### src/rtl/uart_tx.sv
// uart_tx: UART transmitter with a one-entry holding register; 8N1 frames at CLK_DIV clocks per bit.
// Define UART_TX_PARITY_EN to insert an even-parity bit after the data bits (8E1).
module uart_tx #(
  parameter int CLK_DIV = 434
) (
  input  logic       clk,
  input  logic       rst,
  input  logic [7:0] tx_data,
  input  logic       tx_valid,
  output logic       tx_ready,
  output logic       tx,
  output logic       busy,
  output logic       tx_done
);

  localparam int CW = (CLK_DIV > 1) ? $clog2(CLK_DIV) : 1;
  localparam logic [CW-1:0] LAST = CW'(CLK_DIV - 1);

  typedef enum logic [2:0] {
    IDLE,
    START,
    DATA,
`ifdef UART_TX_PARITY_EN
    PARITY,
`endif
    STOP
  } state_t;

  state_t          state, state_next;
  logic [CW-1:0]   cnt, cnt_next;
  logic [2:0]      bit_idx, bit_idx_next;
  logic [7:0]      shift, shift_next;
  logic [7:0]      hold_data, hold_data_next;
  logic            hold_valid, hold_valid_next;
  logic            bit_end;
  logic            load;
  logic            accept;
`ifdef UART_TX_PARITY_EN
  logic            par, par_next;
`endif

  assign bit_end = (cnt == LAST);
  assign accept  = tx_valid && !hold_valid;

  always_ff @(posedge clk or negedge rst) begin
    if (!rst) begin
      state      <= IDLE;
      cnt        <= '0;
      bit_idx    <= '0;
      shift      <= '0;
      hold_data  <= '0;
      hold_valid <= 1'b0;
`ifdef UART_TX_PARITY_EN
      par        <= 1'b0;
`endif
    end else begin
      state      <= state_next;
      cnt        <= cnt_next;
      bit_idx    <= bit_idx_next;
      shift      <= shift_next;
      hold_data  <= hold_data_next;
      hold_valid <= hold_valid_next;
`ifdef UART_TX_PARITY_EN
      par        <= par_next;
`endif
    end
  end

  // The shifter is loaded from the holding register either from IDLE or straight out of
  // the last STOP cycle, which is what gives zero-gap back-to-back frames.
  always_comb begin
    state_next      = state;
    load            = 1'b0;
    cnt_next        = cnt;
    bit_idx_next    = bit_idx;
    shift_next      = shift;
    hold_data_next  = hold_data;
    hold_valid_next = hold_valid;
`ifdef UART_TX_PARITY_EN
    par_next        = par;
`endif
    unique case (state)
      IDLE:  if (hold_valid) begin
               state_next = START;
               load       = 1'b1;
             end
      START: if (bit_end) state_next = DATA;
      DATA:  if (bit_end && bit_idx == 3'd7) begin
`ifdef UART_TX_PARITY_EN
               state_next = PARITY;
`else
               state_next = STOP;
`endif
             end
`ifdef UART_TX_PARITY_EN
      PARITY: if (bit_end) state_next = STOP;
`endif
      STOP:  if (bit_end) begin
               if (hold_valid) begin
                 state_next = START;
                 load       = 1'b1;
               end else begin
                 state_next = IDLE;
               end
             end
      default: state_next = IDLE;
    endcase

    if (state == IDLE || bit_end) cnt_next = '0;
    else                          cnt_next = cnt + 1'b1;

    if (load) begin
      shift_next   = hold_data;
      bit_idx_next = 3'd0;
`ifdef UART_TX_PARITY_EN
      par_next     = ^hold_data;
`endif
    end else if (state == DATA && bit_end) begin
      shift_next = {1'b0, shift[7:1]};
      if (bit_idx != 3'd7) bit_idx_next = bit_idx + 3'd1;
    end

    if (load) begin
      hold_valid_next = 1'b0;
    end else if (accept) begin
      hold_valid_next = 1'b1;
      hold_data_next  = tx_data;
    end
  end

  always_comb begin
    tx      = 1'b1;
    tx_done = 1'b0;
    unique case (state)
      IDLE:   tx = 1'b1;
      START:  tx = 1'b0;
      DATA:   tx = shift[0];
`ifdef UART_TX_PARITY_EN
      PARITY: tx = par;
`endif
      STOP:   begin
                tx      = 1'b1;
                tx_done = bit_end;
              end
      default: tx = 1'b1;
    endcase
    busy     = (state != IDLE) || hold_valid;
    tx_ready = !hold_valid;
  end

endmodule

### config.mk
export PLATFORM = sky130hd
export DESIGN_NAME = uart_tx
export DESIGN_NICKNAME = d
export VERILOG_FILES = /design/src/rtl/uart_tx.sv
export SDC_FILE = /design/constraint.sdc
export NUM_CORES = 1
export LEC_CHECK = 0
export ABC_AREA = 1
export CAP_MARGIN = 20
export CORE_UTILIZATION = 50
export DETAILED_ROUTE_END_ITERATION = 8
export GPL_TIMING_DRIVEN = 0
export PLACE_DENSITY_LB_ADDON = 0.3
export SLEW_MARGIN = 5
export SYNTH_ARGS = -nofsm -noshare
export SYNTH_HDL_FRONTEND = slang
export SYNTH_SLANG_ARGS = --single-unit
### constraint.sdc
create_clock -name clk -period 2.1 [get_ports clk]
set_input_delay 0.315 -clock clk [delete_from_list [all_inputs] [get_ports clk]]
set_output_delay 0.315 -clock clk [all_outputs]
set_load 0.01 [all_outputs]
# [Yosys cells after proc, flatten, opt, wreduce, memory -nomap -nowiden]
# Cells that the tools add are included.
[op_classes] n_addsub=2 n_eq_ne=10 mux=19 bitwise_logic=1 reduce_logical=14
[ops] op="3-bit two-way mux" count=7
[ops] op="8-bit two-way mux" count=2
[ops] op="3-bit one-hot mux with 4 select lines" count=1
[ops] op="9-bit by 1-bit adder with 9-bit output (second input constant)" count=1
[ops] op="9-bit equality test (second input constant)" count=1
[ops] op="9-bit two-way mux" count=1
[ops] op="2-bit != test (second input constant)" count=4
[ops] op="3-bit by 2-bit equality test with 1-bit output (second input constant)" count=2
[ops] op="1-bit two-way mux" count=6
[ops] op="2-bit nonzero test" count=3
[ops] op="1-bit one-hot mux with 2 select lines" count=2
[ops] op="2-bit AND reduction" count=2
[ops] op="4-bit AND reduction" count=1
[ops] op="3-bit by 1-bit adder with 3-bit output (second input constant)" count=1
[ops] op="3-bit by 1-bit equality test with 1-bit output (second input constant)" count=1
[ops] op="3-bit equality test (second input constant)" count=1
[ops] op="1-bit logical AND" count=3
[ops] op="3-bit zero test" count=1
[ops] op="3-bit != test (second input constant)" count=1
[ops] op="3-bit nonzero test" count=1
[ops] op="1-bit logical OR" count=2
[ops] op="1-bit zero test" count=1
[ops] op="1-bit inverter" count=1
[totals] ff_bits=32 in_bits=11

# [Logic depth before layout (Yosys ltp)]
[logic_depth] word_depth=5 mapped_depth=11

# [Worst setup path after synthesis]
# Ideal clock, no wire load.
[synth_path] path_kind="flip-flop to flip-flop" from="register state[0]" to="register hold_valid" setup_ns=0.143 arrival_ns=1.384 t_required_ns=1.957 path_slack_ns=0.573 stages_incl_launch_ff=6 path_buffers=0 period_less_slack_ns=1.527 cell_sequence="dfrtp_1 > inv_1 > ha_1 > nor2_2 > a21boi_2 > o21ai_0"
[synth_between] elab_chain_len=3 elab_cells_between_ends=5
[synth_lines] item="start, declared" line_no="29" text="state_t state, state_next;"
[synth_lines] item="start signal, assigned" line_no="57" text="state <= state_next;"
[synth_lines] item="3-bit by 2-bit equality test with 1-bit output or 3-bit zero test (tied branches)" line_no="82" text="unique case (state)"
[synth_lines] item="1-bit one-hot mux with 2 select lines *" line_no="82"
[synth_lines] item="1-bit two-way mux or 2-bit nonzero test (tied branches)"
[synth_lines] item="end signal, assigned" line_no="62" text="hold_valid <= hold_valid_next;"
[synth_lines] item="end, declared" line_no="34" text="logic hold_valid, hold_valid_next;"
# Mark *: on every way between the ends. The rest lies on a longest branch, timed or not.
# A chain may end at the register's enable or synchronous reset.

# [Worst setup path in the final report]
[layout_path] from="register state[0]" to="output port busy"
[layout_between] elab_chain_len=2
[layout_lines] item="3-bit nonzero test" line_no="147" text="busy = (state != IDLE) || hold_valid;"
[layout_lines] item="1-bit logical OR" line_no="147"
[layout_lines] item="end, declared" line_no="12" text="output logic busy,"
# Every way passes these cells.

==> results.md <==
- Outcome: complete, but fails checks
- Failing checks: hold timing
- Crit path to: busy
- # setup viols final: 0
- Vias per inst: 4.83
- DIE WIDTH: 59.1 um
- Reg2reg end: hold_valid
- Setup slack after layout: 113 ps
- Data required time of the worst path: 1780 ps
- Worst-path fanout max: 4
- Cts bufs inserted: 5
- Max-cap violations: 0
- Worst setup startpoint: state[0]
- Crit Path Class: register to output pin
- Clock Root Buffer: clkbuf_4
- # DRC: 0
- Critical R2R Launch: state[0]
- Critical path's slowest cell: clkdlybuf4s50_1
- Filler cells: 292
- Rel. slew slack: 55.7%
- Layout area overhead: 17.4%
- Final hold violations: 3
- Number of global-route vias before repair: 1203
- Worst hold slack: -1.38 ps
- Routability cong.: 0.822
- CP top delay family: buffers and inverters
- Initial DRC Count: 49
- Number of clock sinks: 31
- RSZ-0062 raised after global routing: false
- Cts hold-fix bufs: 0
- Syn nets: 219
- Mapped Area: 0.00163 sq mm
- Net count, final: 240
- Fmax achieved: 503 MHz
- Leakage: 0.950 nW
- Worst-path clk slew: 110 ps
- Number of distinct library cells after synthesis: 24
- Net switching power: 0.287 mW
- Grt total ovfl: 0
- Layout Skew: 12.3 ps
- Io pins: 15
- Final Cycle Share: 94.6%
- Antenna-violating nets left: 0
- Synth Warn #: 0
- Number of synthesized flops with an enable pin: 0
- Reg2Reg Depth: 5
- Pins over their slew limit: 0
- WL/cell: 10.9 um
- WP data arrival: 1670 ps
- Initial core utilization: 52.9%
- R2R Setup Slk: 250 ps
- Rows: 20
- Crit path buffers/inverters: 2
- Clock power share: 34.6%
- Sequential share of power: 56.4%
- DP Cell Count: 258
- Period minus WS final: 1990 ps
- Post-synth ARST share: 100%
- Clock tree from TritonCTS: done
- Worst VDD drop: 0.460 mV
- H-tree Lvls: 2
- Placement Setup Slack: 200 ps
- Synth Instances: 200
- CP cell instances: inv_1 > ha_1 > nand2_1 > clkdlybuf4s50_1
- Register area share after synthesis: 47.7%
- Worst slew pin tran: 665 ps
- Top_reg_cell synth: dfrtp_1
- Core Area: 0.00308 sq mm
- Type of element launching the critical path: register
- Diode count: 0
- Internal power: 0.889 mW
- Combinational Power Share: 8.9%
- Worst hold path type: input pin to async pin
- CP endpoint kind: output pin
- Initial antenna violation count: 0
- DR vias: 1286
- Sw frac: 24.4%
- PwrDens: 616 mW/mm^2
- Mean Syn Cell Area: 8.14 sq um
- Die footprint: 0.00349 sq mm
- Pre-antenna DRT Iters: 5
- Sum Neg Setup Slack: 0 ps
- Tot GR Track Use: 20.3%
- Yosys reg bits: 31
- CP max stage delay: 530 ps
- Total Wirelength: 2.89 mm
- Buffer count from post-CTS setup fixing: 0
- Worst-Skew Late Latency: 330 ps
- WP depth: 4
- Proportion of layout cells with a drive suffix above 1: 10.8%
- First-pass GRT wire length: 5.13 mm
- IO Port Bufs: 14
- Number of gates resized after CTS: 3
- Height of the die: 59.1 um
- DP HPWL: 2.10 mm
- Pin count of the biggest net entering global routing: 32
- Non-Filler Instances: 266
- CTS max path bufs: 2
logic make-up after synthesis:
family / Yosys count / share of synthesized area [%]
multiplexers: 1 / 0.692
adder cells (fa/ha/maj): 8 / 6.15
AND/OR/NAND/NOR: 111 / 31.2
flip-flops: 31 / 47.7
AO/OA/AOI/OAI: 20 / 6.84
XOR/XNOR: 1 / 0.538
buffers and inverters: 28 / 6.92
metrics by stage:
| step | power [mW] | utilization (%) | area [sq um] |
|---|---|---|---|
| detailed placement | 0.782 | 59.1 | 1820 |
| floorplan | 0.731 | - | 1630 |
| CTS | 1.19 | 61.6 | 1900 |
| global placement | 0.776 | 59.2 | 1820 |
| finish | 1.18 | 62.1 | 1910 |
| global route | 1.23 | 62.1 | 1910 |
flip-flops by register name, summed over array words and instances (netlist names):
name and flops:
cnt 9, hold_data 8, shift 8, bit_idx 3
state 2, hold_valid 1
power by group through the flow:
stage	clock (mW)	sequential (mW)	combinational, mW
finish	0.407	0.664	0.105
global route	0.445	0.667	0.118
CTS	0.417	0.664	0.106
detailed placement	0	0.675	0.107
global placement	0	0.673	0.103
floorplan	0	0.671	0.0596
routing by layer:
| layer | share of wire (%) | global-route usage, % | routed length (um) | vias up |
|---|---|---|---|---|
| met1 | 50 | 26.5 | 1430 | 583 |
| li1 | - | - | - | 676 |
| met5 | 0 | 0 | 0 | - |
| met4 | 1.4 | 9.18 | 41 | 0 |
| met2 | 45 | 30.8 | 1300 | 23 |
| met3 | 3.9 | 6.55 | 113 | 4 |
cell usage in the layout (no fill, tap or decap), drive strengths merged, types with 2 or more instances in the layout:
master          n
clkdlybuf4s50  11
clkbuf          8
nand2          58
nor2           22
nand3          24
buf             2
nor3b           3
a21oi          12
ha              8
inv            26
dfrtp          31
nand4           2
nor3            2
o21ai           5
Yosys cell counts, types with 2 or more instances:
| library cell | number | area, sq um |
|---|---|---|
| inv_1 | 25 | 93.8 |
| dfrtp_1 | 31 | 776 |
| nor3b_1 | 3 | 22.5 |
| o21ai_0 | 5 | 25.0 |
| nand2_1 | 55 | 206 |
| nor2_4 | 2 | 22.5 |
| nand2_4 | 2 | 22.5 |
| ha_1 | 8 | 100 |
| nor3_1 | 2 | 10.0 |
| nand4_1 | 2 | 12.5 |
| nor2_2 | 2 | 12.5 |
| a21oi_1 | 12 | 60.1 |
| nor2_1 | 18 | 67.6 |
| nand3_1 | 23 | 115 |
worst min-delay path by stage:
stage / start / endpoint / slack [ps]
finish: rst / bit_idx[2] / -1
global route: rst / bit_idx[2] / 50
CTS: rst / bit_idx[2] / 10
detailed placement: rst / state[1] / 390
global placement: hold_data[7] / shift[7] / 460
floorplan: rst / bit_idx[0] / 20
final cells by class:
class                           count  area (sq um)  share of cell area, %
Timing Repair Buffer               14           136                   7.14
Inverter                           26          97.6                   5.11
Buffer                              2          15.0                  0.786
Clock inverter                      1          7.51                  0.393
Tap cell                           44          55.1                   2.88
Multi-Input combinational cell    141           757                   39.6
Sequential cell                    31           777                   40.7
Clock buffer                        7          65.1                   3.41
No activity file was read; power rests on OpenSTA's default activity.
